File: config.mk
export PLATFORM = sky130hd
export DESIGN_NAME = syn_fifo_thresh_flat
export DESIGN_NICKNAME = d
export VERILOG_FILES = /design/src/rtl/syn_fifo_thresh_if.sv /design/src/rtl/syn_fifo_thresh.sv /design/src/flat_wrapper.sv
export SDC_FILE = /design/constraint.sdc
export NUM_CORES = 1
export LEC_CHECK = 0
export CORE_MARGIN = 4
export CORE_UTILIZATION = 53
export CTS_CLUSTER_SIZE = 14
export DETAILED_ROUTE_END_ITERATION = 10
export GPL_TIMING_DRIVEN = 0
export PLACE_DENSITY = 0.77
export SETUP_SLACK_MARGIN = 0.2
export SLEW_MARGIN = 40
export SYNTH_ARGS = -nofsm -noshare
export SYNTH_HDL_FRONTEND = slang
export SYNTH_SLANG_ARGS = --single-unit
export TNS_END_PERCENT = 5
File: constraint.sdc
create_clock -name clk -period 2.3 [get_ports clk]
set_input_delay 0.69 -clock clk [delete_from_list [all_inputs] [get_ports clk]]
set_output_delay 0.69 -clock clk [all_outputs]
set_load 0.05 [all_outputs]
File: src/rtl/syn_fifo_thresh_if.sv
// ----------------------------------------------------------------------------
// syn_fifo_thresh_if
// Producer/consumer-side bundle for syn_fifo_thresh.
//   master : the block that drives writes/reads and observes FIFO status
//   slave  : the FIFO itself
// Signals:
//   clear        flush request (master -> slave)
//   wr_en/data_in  write request and data (master -> slave)
//   rd_en        read request / FWFT head acknowledge (master -> slave)
//   data_out, data_valid                     read data path (slave -> master)
//   full, empty, almost_full, almost_empty   occupancy flags (slave -> master)
//   level        occupancy count, 0..2**ADDR_WIDTH (slave -> master)
//   overflow, underflow  one-cycle rejected-request pulses (slave -> master)
// ----------------------------------------------------------------------------
interface syn_fifo_thresh_if #(
    parameter int unsigned DATA_WIDTH = 8,
    parameter int unsigned ADDR_WIDTH = 4
);
    logic                  clear;
    logic                  wr_en;
    logic [DATA_WIDTH-1:0] data_in;
    logic                  rd_en;
    logic [DATA_WIDTH-1:0] data_out;
    logic                  data_valid;
    logic                  full;
    logic                  empty;
    logic                  almost_full;
    logic                  almost_empty;
    logic [ADDR_WIDTH:0]   level;
    logic                  overflow;
    logic                  underflow;

    modport master (
        output clear, wr_en, data_in, rd_en,
        input  data_out, data_valid, full, empty, almost_full, almost_empty,
               level, overflow, underflow
    );

    modport slave (
        input  clear, wr_en, data_in, rd_en,
        output data_out, data_valid, full, empty, almost_full, almost_empty,
               level, overflow, underflow
    );
endinterface

File: src/rtl/syn_fifo_thresh.sv
// ----------------------------------------------------------------------------
// syn_fifo_thresh
// Single-clock FIFO with register-array storage, programmable almost-full /
// almost-empty thresholds, occupancy count, overflow/underflow pulses,
// synchronous flush and selectable standard / first-word-fall-through read.
// Ports:
//   clk    rising-edge clock
//   rst_n  asynchronous active-low reset
//   bus    syn_fifo_thresh_if.slave (write, read, flags, level, error pulses)
// ----------------------------------------------------------------------------
module syn_fifo_thresh #(
    parameter int unsigned DATA_WIDTH    = 8,
    parameter int unsigned ADDR_WIDTH    = 4,
    parameter int unsigned FWFT          = 0,
    parameter int unsigned AFULL_THRESH  = 14,
    parameter int unsigned AEMPTY_THRESH = 2
) (
    input  logic                clk,
    input  logic                rst_n,
    syn_fifo_thresh_if.slave    bus
);

    localparam int unsigned DEPTH = 1 << ADDR_WIDTH;
    localparam int unsigned LVL_W = ADDR_WIDTH + 1;

    // Threshold sanity: almost_empty region must sit strictly below almost_full.
    if (!((AEMPTY_THRESH < AFULL_THRESH) && (AFULL_THRESH >= 1) &&
          (AFULL_THRESH <= DEPTH))) begin : g_bad_thresh
        $error("syn_fifo_thresh: require AEMPTY_THRESH < AFULL_THRESH <= DEPTH");
    end

    logic [DATA_WIDTH-1:0] mem [DEPTH];
    logic [ADDR_WIDTH-1:0] wr_ptr;
    logic [ADDR_WIDTH-1:0] rd_ptr;
    logic [LVL_W-1:0]      level_q;
    logic [LVL_W-1:0]      level_nxt_c;
    logic                  overflow_q;
    logic                  underflow_q;

    logic                  full_c;
    logic                  empty_c;
    logic                  wr_acc_c;
    logic                  rd_acc_c;

    // Status flags derive from the registered level only.
    assign full_c  = (level_q == LVL_W'(DEPTH));
    assign empty_c = (level_q == '0);

    // Flush wins over both requests in its cycle.
    assign wr_acc_c = bus.wr_en & ~full_c  & ~bus.clear;
    assign rd_acc_c = bus.rd_en & ~empty_c & ~bus.clear;

    // Occupancy next-state: simultaneous accepted read+write cancels out.
    always_comb begin
        level_nxt_c = level_q;
        if (bus.clear) begin
            level_nxt_c = '0;
        end else begin
            case ({wr_acc_c, rd_acc_c})
                2'b10:   level_nxt_c = level_q + LVL_W'(1);
                2'b01:   level_nxt_c = level_q - LVL_W'(1);
                default: level_nxt_c = level_q;
            endcase
        end
    end

    // Storage array; contents survive reset and flush.
    always_ff @(posedge clk) begin
        if (wr_acc_c) begin
            mem[wr_ptr] <= bus.data_in;
        end
    end

    // Pointers, level and error pulses.
    always_ff @(posedge clk or negedge rst_n) begin
        if (!rst_n) begin
            wr_ptr      <= '0;
            rd_ptr      <= '0;
            level_q     <= '0;
            overflow_q  <= 1'b0;
            underflow_q <= 1'b0;
        end else if (bus.clear) begin
            wr_ptr      <= '0;
            rd_ptr      <= '0;
            level_q     <= '0;
            overflow_q  <= 1'b0;
            underflow_q <= 1'b0;
        end else begin
            if (wr_acc_c) begin
                wr_ptr <= wr_ptr + ADDR_WIDTH'(1);
            end
            if (rd_acc_c) begin
                rd_ptr <= rd_ptr + ADDR_WIDTH'(1);
            end
            level_q     <= level_nxt_c;
            overflow_q  <= bus.wr_en & full_c;
            underflow_q <= bus.rd_en & empty_c;
        end
    end

    // Read data path.
    if (FWFT == 0) begin : g_std_read
        logic [DATA_WIDTH-1:0] data_out_q;
        logic                  data_valid_q;

        // Registered read: word appears one cycle after an accepted read.
        always_ff @(posedge clk or negedge rst_n) begin
            if (!rst_n) begin
                data_out_q   <= '0;
                data_valid_q <= 1'b0;
            end else if (bus.clear) begin
                data_valid_q <= 1'b0;
            end else if (rd_acc_c) begin
                data_out_q   <= mem[rd_ptr];
                data_valid_q <= 1'b1;
            end else begin
                data_valid_q <= 1'b0;
            end
        end

        assign bus.data_out   = data_out_q;
        assign bus.data_valid = data_valid_q;
    end else begin : g_fwft_read
        // Head word is always presented; rd_en acknowledges and advances.
        assign bus.data_out   = mem[rd_ptr];
        assign bus.data_valid = ~empty_c;
    end

    assign bus.full         = full_c;
    assign bus.empty        = empty_c;
    assign bus.almost_full  = (level_q >= LVL_W'(AFULL_THRESH));
    assign bus.almost_empty = (level_q <= LVL_W'(AEMPTY_THRESH));
    assign bus.level        = level_q;
    assign bus.overflow     = overflow_q;
    assign bus.underflow    = underflow_q;

endmodule
File: src/flat_wrapper.sv
// flat-port wrapper written by rule: the top's interface ports become plain ports
module syn_fifo_thresh_flat 
#(
    parameter int unsigned DATA_WIDTH    = 8,
    parameter int unsigned ADDR_WIDTH    = 4,
    parameter int unsigned FWFT          = 0,
    parameter int unsigned AFULL_THRESH  = 14,
    parameter int unsigned AEMPTY_THRESH = 2
)
  (clk, rst_n, bus_clear, bus_wr_en, bus_data_in, bus_rd_en, bus_data_out, bus_data_valid, bus_full, bus_empty, bus_almost_full, bus_almost_empty, bus_level, bus_overflow, bus_underflow);
  syn_fifo_thresh_if #(.DATA_WIDTH(DATA_WIDTH), .ADDR_WIDTH(ADDR_WIDTH)) bus_i ();
  input  logic clk;
  input  logic rst_n;
  input wire logic [$bits(bus_i.clear)-1:0] bus_clear;
  input wire logic [$bits(bus_i.wr_en)-1:0] bus_wr_en;
  input wire logic [$bits(bus_i.data_in)-1:0] bus_data_in;
  input wire logic [$bits(bus_i.rd_en)-1:0] bus_rd_en;
  output wire logic [$bits(bus_i.data_out)-1:0] bus_data_out;
  output wire logic [$bits(bus_i.data_valid)-1:0] bus_data_valid;
  output wire logic [$bits(bus_i.full)-1:0] bus_full;
  output wire logic [$bits(bus_i.empty)-1:0] bus_empty;
  output wire logic [$bits(bus_i.almost_full)-1:0] bus_almost_full;
  output wire logic [$bits(bus_i.almost_empty)-1:0] bus_almost_empty;
  output wire logic [$bits(bus_i.level)-1:0] bus_level;
  output wire logic [$bits(bus_i.overflow)-1:0] bus_overflow;
  output wire logic [$bits(bus_i.underflow)-1:0] bus_underflow;
  assign bus_i.clear = bus_clear;
  assign bus_i.wr_en = bus_wr_en;
  assign bus_i.data_in = bus_data_in;
  assign bus_i.rd_en = bus_rd_en;
  assign bus_data_out = bus_i.data_out;
  assign bus_data_valid = bus_i.data_valid;
  assign bus_full = bus_i.full;
  assign bus_empty = bus_i.empty;
  assign bus_almost_full = bus_i.almost_full;
  assign bus_almost_empty = bus_i.almost_empty;
  assign bus_level = bus_i.level;
  assign bus_overflow = bus_i.overflow;
  assign bus_underflow = bus_i.underflow;
  syn_fifo_thresh #(.DATA_WIDTH(DATA_WIDTH), .ADDR_WIDTH(ADDR_WIDTH), .FWFT(FWFT), .AFULL_THRESH(AFULL_THRESH), .AEMPTY_THRESH(AEMPTY_THRESH)) u_core (.clk(clk), .rst_n(rst_n), .bus(bus_i));
endmodule
# After elaboration in Yosys (flattened, before gate mapping)

Memory sizes are Yosys's and may differ from the RTL's. A register that Yosys moved wholly into a read port is not among the register bits.
Cells that the tools add are included.

Bits in registers: 16
RAM bits: 128
Logic and storage cells: 43
Memories: 1

Memories:

| name       | words | width | rd ports | clocked after Yosys merged registers in | write ports | RTL line              | source |
|---|---|---|---|---|---|---|---|
| u_core.mem | 16    | 8     | 1        | 1                                       | 1           | syn_fifo_thresh.sv:32 | `logic [DATA_WIDTH-1:0] mem [DEPTH];` |

Add/sub/neg operators: 4
Magnitude comparators: 2
Eq/ne operators: 3
Mux-type cells: 12
Bitwise gates (word level): 9
Reductions and logical operators: 6

Operator list:

| kind                                                               | number |
|---|---|
| 2-to-1 mux 4 bit                                                   | 4 |
| one-hot mux 5 bit (2 select lines)                                 | 1 |
| adder 4 x 1 -> 4 bit (second input constant)                       | 2 |
| AND 1 bit                                                          | 6 |
| 2-to-1 mux 1 bit                                                   | 6 |
| adder 5 x 1 -> 5 bit (second input constant)                       | 1 |
| == test 5 bit (second input constant)                              | 1 |
| greater-or-equal comparator 5 x 4 -> 1 bit (second input constant) | 1 |
| <= comparator 5 x 2 -> 1 bit (second input constant)               | 1 |
| zero test 5 bit                                                    | 1 |
| 2-to-1 mux 5 bit                                                   | 1 |
| subtractor 5 x 1 -> 5 bit (second input constant)                  | 1 |
| nonzero test 2 bit                                                 | 2 |
| NOT 1 bit                                                          | 3 |
| nonzero test 3 bit                                                 | 1 |
| == test 2 x 1 -> 1 bit (second input constant)                     | 1 |
| == test 2 bit (second input constant)                              | 1 |
| AND reduction 2 bit                                                | 1 |
| zero test 1 bit                                                    | 1 |

# Depth between registers and ports, before layout

Depth after elaboration: 7
Mapped depth: 10
Depth with buffers taken out: 9

# Least setup slack after synthesis

No wires, ideal clock.

Path type: reg2out
Start: register u_core.level_q[1], in the netlist u_core.bus.level[1]
End: output bus_almost_empty
Arrival: 3.240 ns
Setup slack: -1.630 ns
Stages on the path, launching flop included: 3
Buffers on the path: 1
Cells stage by stage: dfrtp_1 buf_4 a2111oi_0

Cells in the longest elaborated chain, start to end: 1

Ends and longest elaborated chain:

| element                      | RTL line               | source |
|---|---|---|
| from (decl)                  | syn_fifo_thresh.sv:35  | `logic [LVL_W-1:0] level_q;` |
| from (signal assigned)       | syn_fifo_thresh.sv:95  | `level_q <= level_nxt_c;` |
| <= comparator 5 x 2 -> 1 bit | syn_fifo_thresh.sv:132 | `assign bus.almost_empty = (level_q <= LVL_W'(AEMPTY_THRESH));` |
| to (decl)                    | flat_wrapper.sv:23     | `output wire logic [$bits(bus_i.almost_empty)-1:0] bus_almost_empty;` |

Every way passes these cells.

# Worst setup path in the final report

Start: register u_core.level_q[2], in the netlist u_core.bus.level[2]
End: output bus_full

Cells in the longest elaborated chain, start to end: 1

Ends and longest elaborated chain:

| element       | RTL line              | source |
|---|---|---|
| == test 5 bit | syn_fifo_thresh.sv:46 | `assign full_c = (level_q == LVL_W'(DEPTH));` |
| to (decl)     | flat_wrapper.sv:20    | `output wire logic [$bits(bus_i.full)-1:0] bus_full;` |

Every way passes these cells.

==> impl_metrics.json <==
{
  "synth_top_cell_by_area": "edfxtp_1",
  "grt_pass1_wl_um": 20600,
  "avgViaCountPerCell": 6.07,
  "fmax_mhz": 397,
  "async_flop_share_pct": 15.8,
  "die_x_um": 116,
  "die_h_um": 116,
  "seq_area_um2": 4450,
  "slowest_stage": "or4_4",
  "core_um2": 11400,
  "gp_congestion": 0.843,
  "rows": 39,
  "synth_top_flop_cell": "edfxtp_1",
  "area_delta_synth_final_pct": 24.4,
  "multi_input_area_um2": 1860,
  "slowest_delay_ps": 580,
  "crit_path_cell_trace": "buf_6 -> or4_4 -> nor2_4 -> buf_8",
  "r2r_setup_slack_ps": -160,
  "ys_ff_latch": 152,
  "synth_fp_nets": 353,
  "drive_gt1_share_pct": 37.2,
  "fin_ws_ps": -219,
  "ys_top_cells_by_area": "edfxtp_1 62%, mux4_2 12%, dfrtp_1 9.7%",
  "synthesis.area_um2": 6190,
  "clockBufferDepth": 2,
  "violations": "setup timing",
  "hold_class": "primary input to asynchronous set/reset pin",
  "grt_max_degree": 25,
  "rsz0062_at_grt": "true",
  "first_global_vias": 3569,
  "drc": 0,
  "grt-ovfl-total": 0,
  "fin_crit_ps": 2520,
  "antenna_found_initial": 0,
  "portBuffers": 32,
  "outcome": "complete, but fails checks",
  "clk_pin_slew_ps": 70,
  "synth_area_per_cell_um2": 18.6,
  "hold_violations": 0,
  "crit_type": "flop to output pin",
  "yosysTopAreaCellShare_pct": 62.1,
  "clk_latency_ps": 420,
  "cap_violations": 0,
  "synth_cell_type_count": 42,
  "fin_hold_ws_ps": 261,
  "fin_nets": 421,
  "worstMarginPinSlew_ps": 672,
  "cts_root_buf": "clkbuf_16",
  "start_util_pct": 54.2,
  "design.die.area_um2": 13500,
  "antenna_cells": 0,
  "setup_tns_ps": -725,
  "drt-total-wl_um": 13600,
  "post_drt_wl_per_cell_um": 24.4,
  "num_vias": 3381,
  "globalRouteTotalUtil_pct": 21.7,
  "ys_warn_count": 0,
  "synthTopCellsByCount": "128 x edfxtp_1, 32 x mux4_2, 24 x dfrtp_1, 24 x nor2_1, 16 x mux2i_1",
  "finalCritPeriodShare_pct": 110,
  "critPathCaptureType": "output pin",
  "vdd_drop_max_v": 0.000664,
  "holdBufCountCts": 0,
  "total_power_uw": 9160,
  "synth_most_common_cell": "edfxtp_1",
  "worst_clock_skew_ps": 9.19,
  "io_pins": 33,
  "leakagePower_uw": 0.00268,
  "numCtsBuffers": 17,
  "ant_nets": 0,
  "synth_cells": 333,
  "finalMaxSlewViolations": 0,
  "arrival_ps": 1830,
  "crit_path_start_kind": "flop",
  "cp_max_fo": 4,
  "h-tree-depth": 4,
  "clock_sinks": 152,
  "cts_tree": "built",
  "power_per_cell_area_nw_per_um2": 1190,
  "cp.required_ps": 1610,
  "drt_iter0_markers": 345,
  "first_pass_iters": 5,
  "fillers": 739,
  "synth-edff-count": 128,
  "relSlewSlack_pct": 55.2,
  "preCtsSetupSlack_ps": -760,
  "setup_viol": 5,
  "yosysSeqAreaShare_pct": 71.8,
  "hpwl_um": 7910
}
-- cell usage in the layout (no fill, tap or decap), types with 5 or more instances in the layout --
master | synthesis | layout
edfxtp_1 | 128 | 128
mux4_2 | 32 | 32
buf_4 | 1 | 20
nor2_1 | 24 | 20
dfrtp_1 | 24 | 19
clkbuf_16 | 0 | 17
dlygate4sd2_1 | 0 | 14
mux2i_1 | 16 | 13
and2_4 | 0 | 12
clkdlybuf4s50_1 | 0 | 8
nand2_1 | 7 | 7
a221oi_2 | 0 | 7
buf_6 | 1 | 6
ha_1 | 7 | 6
xor2_1 | 5 | 5
a21oi_1 | 5 | 5
inv_8 | 0 | 5
dfrtp_2 | 0 | 5
-- routing by layer --
metal	track usage, %	routed length [µm]	vias up
met5	0	0	-
met4	7.73	323	0
met3	6.21	783	30
met2	34.6	6960	115
met1	28.8	5500	1767
li1	-	-	1469
-- what timing repair did --
action | in CTS | in global routing
resized for setup | 100 | 22
buffers inserted | 12 | 5
endpoints found under the setup margin | 160 | 147
pin swaps | 11 | 15
-- report_power, final --
part           switching, µW  internal [µW]  total [µW]
Combinational           1650           1240        2890
Clock                   1200           1760        2960
Sequential               155           3150        3310
Total                   3000           6150        9160
-- worst max-delay path, delay by kind of cell, from the launching register on --
family | cells | cell delay [ps]
flops | 1 | 410
buf+inv | 2 | 280
simple gates | 2 | 710
-- sequential cells by signal (all words and copies together), names as in the netlist --
register / count
u_core.bus.data_out: 8
u_core.wr_ptr: 4
u_core.rd_ptr: 4
u_core.bus.data_valid: 1
u_core.bus.level: 5
u_core.bus.overflow: 1
u_core.bus.underflow: 1
u_core.mem: 128
-- stage by stage --
step           instances  area (µm²)  utilization, %
2_1_floorplan        333        6240               -
3_5_place_dp         508        6740            59.0
6_report             557        7690            67.4
3_3_place_gp         508        6740            59.0
4_1_cts              552        7580            66.4
5_1_grt              557        7690            67.4
-- logic make-up (layout without fill, tap and decap cells) --
logic type,after synthesis,count (layout),synth area share (%)
and+or+nand+nor,71,71,6.21
xor gates and xnor gates,8,8,1.25
AOI/OAI and AO/OA,24,24,2.93
adders and majority gates,7,7,1.42
buffers and inverters,20,101,1.50
DFF,152,152,71.8
muxes,51,51,14.8
-- worst paths after layout --
check / from / end / depth (start not counted)
min reg2reg: u_core.bus.data_out[2]$_DFFE_PN0P_ / u_core.bus.data_out[2]$_DFFE_PN0P_ / 2
max reg2reg: u_core.bus.level[1]$_DFFE_PN0P_ / u_core.bus.level[4]$_DFFE_PN0P_ / 10
min in group clk: u_core.bus.data_out[2]$_DFFE_PN0P_ / u_core.bus.data_out[2]$_DFFE_PN0P_ / 2
max: u_core.bus.level[2]$_DFFE_PN0P_ / bus_full / 4
min: rst_n / u_core.wr_ptr[2]$_DFFE_PN0P_ / 1
max in group asynchronous: rst_n / u_core.bus.level[0]$_DFFE_PN0P_ / 1
-- area by class of cell --
class / count / area share [%]
flip-flops and latches: 152 / 57.8
multi-input cells: 161 / 24.2
repair buffers: 49 / 5.72
clock buffers: 17 / 5.53
clock inverters: 15 / 2.73
well taps: 143 / 2.33
plain buffers: 16 / 1.40
inverters: 4 / 0.244
Note: power is estimated with default switching activity, not from simulation.
